===== src/rtl/time_pkg.sv =====
// Shared definitions for the time-frame receive path and the time display.
// Frame layout: header, hour, min, sec, checksum (MSB first).
package time_pkg;

    localparam logic [7:0]  HEADER      = 8'hCC;
    localparam logic [19:0] TIMEOUT_CYC = 20'd5000;

    localparam int H_MSB   = 31;
    localparam int H_LSB   = 24;
    localparam int M_MSB   = 23;
    localparam int M_LSB   = 16;
    localparam int S_MSB   = 15;
    localparam int S_LSB   = 8;
    localparam int CHK_MSB = 7;
    localparam int CHK_LSB = 0;

    localparam logic [7:0] HOUR_MAX = 8'd23;
    localparam logic [7:0] MIN_MAX  = 8'd59;
    localparam logic [7:0] SEC_MAX  = 8'd59;

    typedef enum logic [1:0] {
        HUNT    = 2'd0,
        COLLECT = 2'd1,
        CHECK   = 2'd2
    } rx_state_e;

    function automatic logic [7:0] calc_chk(input logic [7:0] hour,
                                            input logic [7:0] min,
                                            input logic [7:0] sec);
        return hour ^ min ^ sec;
    endfunction

    function automatic logic [7:0] sat_inc8(input logic [7:0] val);
        return (val == 8'hFF) ? val : val + 8'd1;
    endfunction

endpackage


===== src/rtl/frame_check.sv =====
// Combinational validation of a 32-bit time payload: XOR checksum plus
// hour/min/sec range limits.
module frame_check
    import time_pkg::*;
(
    input  logic [31:0] payload,
    output logic        ok
);

    logic [7:0] hour_s;
    logic [7:0] min_s;
    logic [7:0] sec_s;
    logic [7:0] chk_s;

    assign hour_s = payload[H_MSB:H_LSB];
    assign min_s  = payload[M_MSB:M_LSB];
    assign sec_s  = payload[S_MSB:S_LSB];
    assign chk_s  = payload[CHK_MSB:CHK_LSB];

    // Accept only a consistent checksum with every field inside its range
    always_comb begin
        ok = 1'b0;
        if ((chk_s == calc_chk(hour_s, min_s, sec_s)) &&
            (hour_s <= HOUR_MAX) && (min_s <= MIN_MAX) && (sec_s <= SEC_MAX)) begin
            ok = 1'b1;
        end else begin
            ok = 1'b0;
        end
    end

endmodule


===== src/rtl/time_frame_rx.sv =====
// Serial time-frame receiver: hunts for the sync byte, collects 32 payload
// bits, validates them and holds the last good frame for the display.
module time_frame_rx
    import time_pkg::*;
(
    input  logic        clk,
    input  logic        rst_n,
    input  logic        bit_in,
    input  logic        bit_vld,
    output logic [39:0] dat_o,
    output logic        frame_ok,
    output logic        frame_err,
    output logic [7:0]  err_cnt
);

    rx_state_e   state_r;
    rx_state_e   state_nxt_s;
    logic [7:0]  hdr_sr_r;
    logic [7:0]  hdr_nxt_s;
    logic [31:0] pay_sr_r;
    logic [31:0] pay_nxt_s;
    logic [4:0]  bit_cnt_r;
    logic [4:0]  bit_cnt_nxt_s;
    logic [19:0] to_cnt_r;
    logic [19:0] to_cnt_nxt_s;
    logic [39:0] dat_r;
    logic [39:0] dat_nxt_s;
    logic        ok_r;
    logic        ok_nxt_s;
    logic        err_r;
    logic        err_nxt_s;
    logic [7:0]  err_cnt_r;
    logic [7:0]  err_cnt_nxt_s;
    logic        chk_ok_s;
    logic [7:0]  hdr_shift_s;

    frame_check u_frame_check (
        .payload (pay_sr_r),
        .ok      (chk_ok_s)
    );

    assign hdr_shift_s = {hdr_sr_r[6:0], bit_in};

    // Next-state and next-datapath decode
    always_comb begin
        state_nxt_s   = state_r;
        hdr_nxt_s     = hdr_sr_r;
        pay_nxt_s     = pay_sr_r;
        bit_cnt_nxt_s = bit_cnt_r;
        to_cnt_nxt_s  = to_cnt_r;
        dat_nxt_s     = dat_r;
        ok_nxt_s      = 1'b0;
        err_nxt_s     = 1'b0;
        err_cnt_nxt_s = err_cnt_r;

        case (state_r)
            HUNT: begin
                if (bit_vld) begin
                    hdr_nxt_s = hdr_shift_s;
                    if (hdr_shift_s == HEADER) begin
                        state_nxt_s   = COLLECT;
                        bit_cnt_nxt_s = 5'd0;
                        to_cnt_nxt_s  = 20'd0;
                    end else begin
                        state_nxt_s = HUNT;
                    end
                end else begin
                    state_nxt_s = HUNT;
                end
            end
            COLLECT: begin
                if (bit_vld) begin
                    pay_nxt_s    = {pay_sr_r[30:0], bit_in};
                    to_cnt_nxt_s = 20'd0;
                    if (bit_cnt_r == 5'd31) begin
                        state_nxt_s   = CHECK;
                        bit_cnt_nxt_s = 5'd0;
                    end else begin
                        bit_cnt_nxt_s = bit_cnt_r + 5'd1;
                    end
                end else if (to_cnt_r == (TIMEOUT_CYC - 20'd1)) begin
                    // Link went quiet mid-frame: drop it and resynchronise
                    state_nxt_s   = HUNT;
                    hdr_nxt_s     = 8'd0;
                    to_cnt_nxt_s  = 20'd0;
                    bit_cnt_nxt_s = 5'd0;
                    err_nxt_s     = 1'b1;
                    err_cnt_nxt_s = sat_inc8(err_cnt_r);
                end else begin
                    to_cnt_nxt_s = to_cnt_r + 20'd1;
                end
            end
            CHECK: begin
                state_nxt_s = HUNT;
                if (chk_ok_s) begin
                    dat_nxt_s = {HEADER, pay_sr_r};
                    ok_nxt_s  = 1'b1;
                end else begin
                    err_nxt_s     = 1'b1;
                    err_cnt_nxt_s = sat_inc8(err_cnt_r);
                end
                // A bit arriving during CHECK starts the next header search
                if (bit_vld) begin
                    hdr_nxt_s = {7'b0000000, bit_in};
                end else begin
                    hdr_nxt_s = 8'd0;
                end
            end
            default: begin
                state_nxt_s = HUNT;
                hdr_nxt_s   = 8'd0;
            end
        endcase
    end

    // FSM state register
    always_ff @(posedge clk) begin
        if (!rst_n) begin
            state_r <= HUNT;
        end else begin
            state_r <= state_nxt_s;
        end
    end

    // Datapath and registered outputs
    always_ff @(posedge clk) begin
        if (!rst_n) begin
            hdr_sr_r  <= 8'd0;
            pay_sr_r  <= 32'd0;
            bit_cnt_r <= 5'd0;
            to_cnt_r  <= 20'd0;
            dat_r     <= 40'd0;
            ok_r      <= 1'b0;
            err_r     <= 1'b0;
            err_cnt_r <= 8'd0;
        end else begin
            hdr_sr_r  <= hdr_nxt_s;
            pay_sr_r  <= pay_nxt_s;
            bit_cnt_r <= bit_cnt_nxt_s;
            to_cnt_r  <= to_cnt_nxt_s;
            dat_r     <= dat_nxt_s;
            ok_r      <= ok_nxt_s;
            err_r     <= err_nxt_s;
            err_cnt_r <= err_cnt_nxt_s;
        end
    end

    assign dat_o     = dat_r;
    assign frame_ok  = ok_r;
    assign frame_err = err_r;
    assign err_cnt   = err_cnt_r;

endmodule

===== config.mk =====
export PLATFORM = sky130hd
export DESIGN_NAME = time_frame_rx
export DESIGN_NICKNAME = d
export VERILOG_FILES = /design/src/rtl/time_pkg.sv /design/src/rtl/frame_check.sv /design/src/rtl/time_frame_rx.sv
export SDC_FILE = /design/constraint.sdc
export NUM_CORES = 1
export LEC_CHECK = 0
export ABC_AREA = 1
export CAP_MARGIN = 40
export CORE_AREA = 2 2 105 127
export CTS_BUF_LIST = sky130_fd_sc_hd__clkbuf_2 sky130_fd_sc_hd__clkbuf_4 sky130_fd_sc_hd__clkbuf_8
export DETAILED_ROUTE_END_ITERATION = 8
export DIE_AREA = 0 0 107 129
export REMOVE_ABC_BUFFERS = 1
export SYNTH_ARGS = -nofsm -noshare
export SYNTH_HDL_FRONTEND = slang
export SYNTH_SLANG_ARGS = --single-unit

===== constraint.sdc =====
create_clock -name clk -period 5.1 [get_ports clk]
set_clock_uncertainty 0.1 [all_clocks]
set_input_delay 0.765 -clock clk [delete_from_list [all_inputs] [get_ports clk]]
set_output_delay 0.765 -clock clk [all_outputs]
set_load 0.1 [all_outputs]

==> metrics.cfg <==
[cts]
post-cts-setup-buffer-count=0
cts_resized=0
tritoncts=done
holdBufCountCts=0
clock_sinks=109
clk_latency_ps=370
clk_pin_slew_ps=110
h-tree-depth=3
cts_buffer_depth=2
numCtsBuffers=9
root_buffer=clkbuf_8

[die]
rows=45
initial_core_util=0.3852
die_y_um=129
core_area_um2=12560
die_area_um2=13800
die_w_um=107
num_io_pins=54

[setup_path]
end_kind=register
crit_type=input port to register
crit_start=rst_n
start_kind=input port
cp_max_fo=40
cp-endpoint=to_cnt_r[15]
reg2reg_to=dat_o[16]
rr_worst_depth=12
r2r_slack_ps=2390
crit-reg2reg-launch=pay_sr_r[27]
cp_data_arrival_time_ps=3160
crit_required_ps=5300

[detailed_routing]
dr.pass1.iters=4
ant_nets=0
vias=4469
drt_iter0_drc=241
wl_per_cell_um=11.85
viasPerCell=4.821
drc=0
wl_mm=10.98

[synth]
ys_warn_count=0
yosysSeqAreaShare=0.4512
syn_avg_cell_area_um2=7.133
yosysTopAreaCellShare=0.4512
synth_area_leaders=dfxtp_1 45%, nand2_1 14%, a21oi_1 7.5%
synthesis.area_um2=4836
synthCells=678
ys_types=32
synth-main-ff-cell=dfxtp_1
yosys.area.top_type=dfxtp_1
synth-seq-cells=109
synth_enable_flop_cells=0
synth-async-reset-ratio=0

[placement]
hpwl_mm=7.872
port_buffers=49
place_inst=911
place_congestion=0.8467
post_dp_cell_area_um2=6151

[global_routing]
grt_pass1_wl_mm=18.84
grt-ovfl-total=0
grt.total_usage=0.1671
use_met1=0.2142
grtUsageMet3=0.02786
grt_util_met2=0.2836
grt_max_degree=53
top_usage_layer=met2
grt_pass1_vias=4079
antenna_found_initial=0

[power_and_ir_drop]
vdd_drop_max_v=0.0001230
p_leak_uw=0.002415
power_density_nw_per_um2=220.4

[timing]
setup_viol=0
slew-limit-headroom=0.4786
fin_tns_setup_ps=0
fin_hold_ws_ps=342.3
worst_pin_slew_ps=780.2
period_share=0.5800
drv_slew=0
min_period_ps=2958
rsz0062_at_grt=false
clock.fmax_mhz=338.1
hold_violations=0

[layout]
syn2layout_area_growth_pct=31.00
fin_area_um2=6335
post-route-util=0.5045
antennaDiodeCount=0
drive_gt1_frac=0.1048
nNetsFinal=769
stdcell_count=927
n_fill_cell=1190

[hold_path]
hold_path.class=register to register

[status]
status=finished, final reports clean

[flow_run]
maxCapViolations=0

-- layer usage --
metal / share of wire / routed length [um]
met4: 0.013 / 146
met5: 0 / 0
met1: 0.47 / 5121
met3: 0.027 / 299
met2: 0.49 / 5415
-- logic make-up after synthesis --
kind of cell,count (synthesis),share of synthesized area
XOR/XNOR,23,0.04166
other,1,0.0007755
AO/OA/AOI/OAI,117,0.1232
AND/OR/NAND/NOR,333,0.2885
adder cells (fa/ha/maj),7,0.01811
flip-flops,109,0.4512
buffers and inverters,88,0.07658
-- cell usage after synthesis, drive strengths merged, types with 11 or more instances --
cell type / n
o21ai: 40
a21oi: 72
buf: 13
clkbuf: 20
xnor2: 12
xor2: 11
nor3: 15
inv: 52
dfxtp: 109
nand3: 37
nand2: 178
nor2: 83
-- area by class of cell --
| type | count | area, um^2 | share of cell area |
|---|---|---|---|
| Clock buffer | 9 | 123.9 | 0.01955 |
| Clock inverter | 7 | 60.06 | 0.009481 |
| Inverter | 55 | 207.7 | 0.03279 |
| Multi-Input combinational cell | 484 | 2295 | 0.3622 |
| Sequential cell | 109 | 2182 | 0.3445 |
| Tap cell | 164 | 205.2 | 0.03239 |
| Timing Repair Buffer | 99 | 1261 | 0.1991 |
-- stage by stage --
stage	power, uW	setup slack [ps]
after floorplan	902.9	1378
after global placement	915.8	1779
after detailed placement	916.2	1712
after CTS	1411	2101
after global routing	1454	1859
final	1396	2142
-- layout by cell type (no fill, tap or decap), types with 3 or more instances in the layout --
cell / instances
nand4_1: 8
clkdlybuf4s50_1: 49
a21oi_1: 72
o21ai_0: 39
inv_1: 46
buf_16: 4
nand3b_1: 7
dfxtp_1: 109
nand3_1: 37
clkinvlp_4: 3
ha_1: 7
xnor2_1: 12
buf_4: 4
buf_8: 42
conb_1: 4
nand2_1: 177
xor2_1: 11
inv_2: 6
clkbuf_8: 9
nor2_1: 80
nor3_1: 15
-- state kept, by name (all words and copies together), names as in the netlist --
name / cells
hdr_sr_r: 7
pay_sr_r: 32
err_cnt: 8
frame_err: 1
frame_ok: 1
dat_o: 33
to_cnt_r: 20
bit_cnt_r: 5
state_r: 2
-- how the worst min path moves through the flow --
| stage | start | to | slack (ps) | cells after the start |
|---|---|---|---|---|
| 6_report | dat_o[23] | dat_o[23] | 340 | 2 |
| 3_5_place_dp | dat_o[23] | dat_o[23] | 330 | 2 |
| 5_1_grt | dat_o[30] | dat_o[30] | 370 | 2 |
| 4_1_cts | dat_o[23] | dat_o[23] | 340 | 2 |
| 3_3_place_gp | dat_o[14] | dat_o[14] | 330 | 2 |
| 2_1_floorplan | hdr_sr_r[2] | hdr_sr_r[2] | 340 | 2 |
-- power breakdown --
group | internal, uW | switching, uW | total (uW)
clock network | 185 | 315 | 499
logic | 8.62 | 33.7 | 42.3
registers | 853 | 1.38 | 854
-- critical path: stages --
cell and delay, ps:
clkdlybuf4s50_1 460, buf_4 330, clkinv_1 700, nor2_2 400
inv_1 250, nor3_1 220
Power figures use the tool's default switching activity.
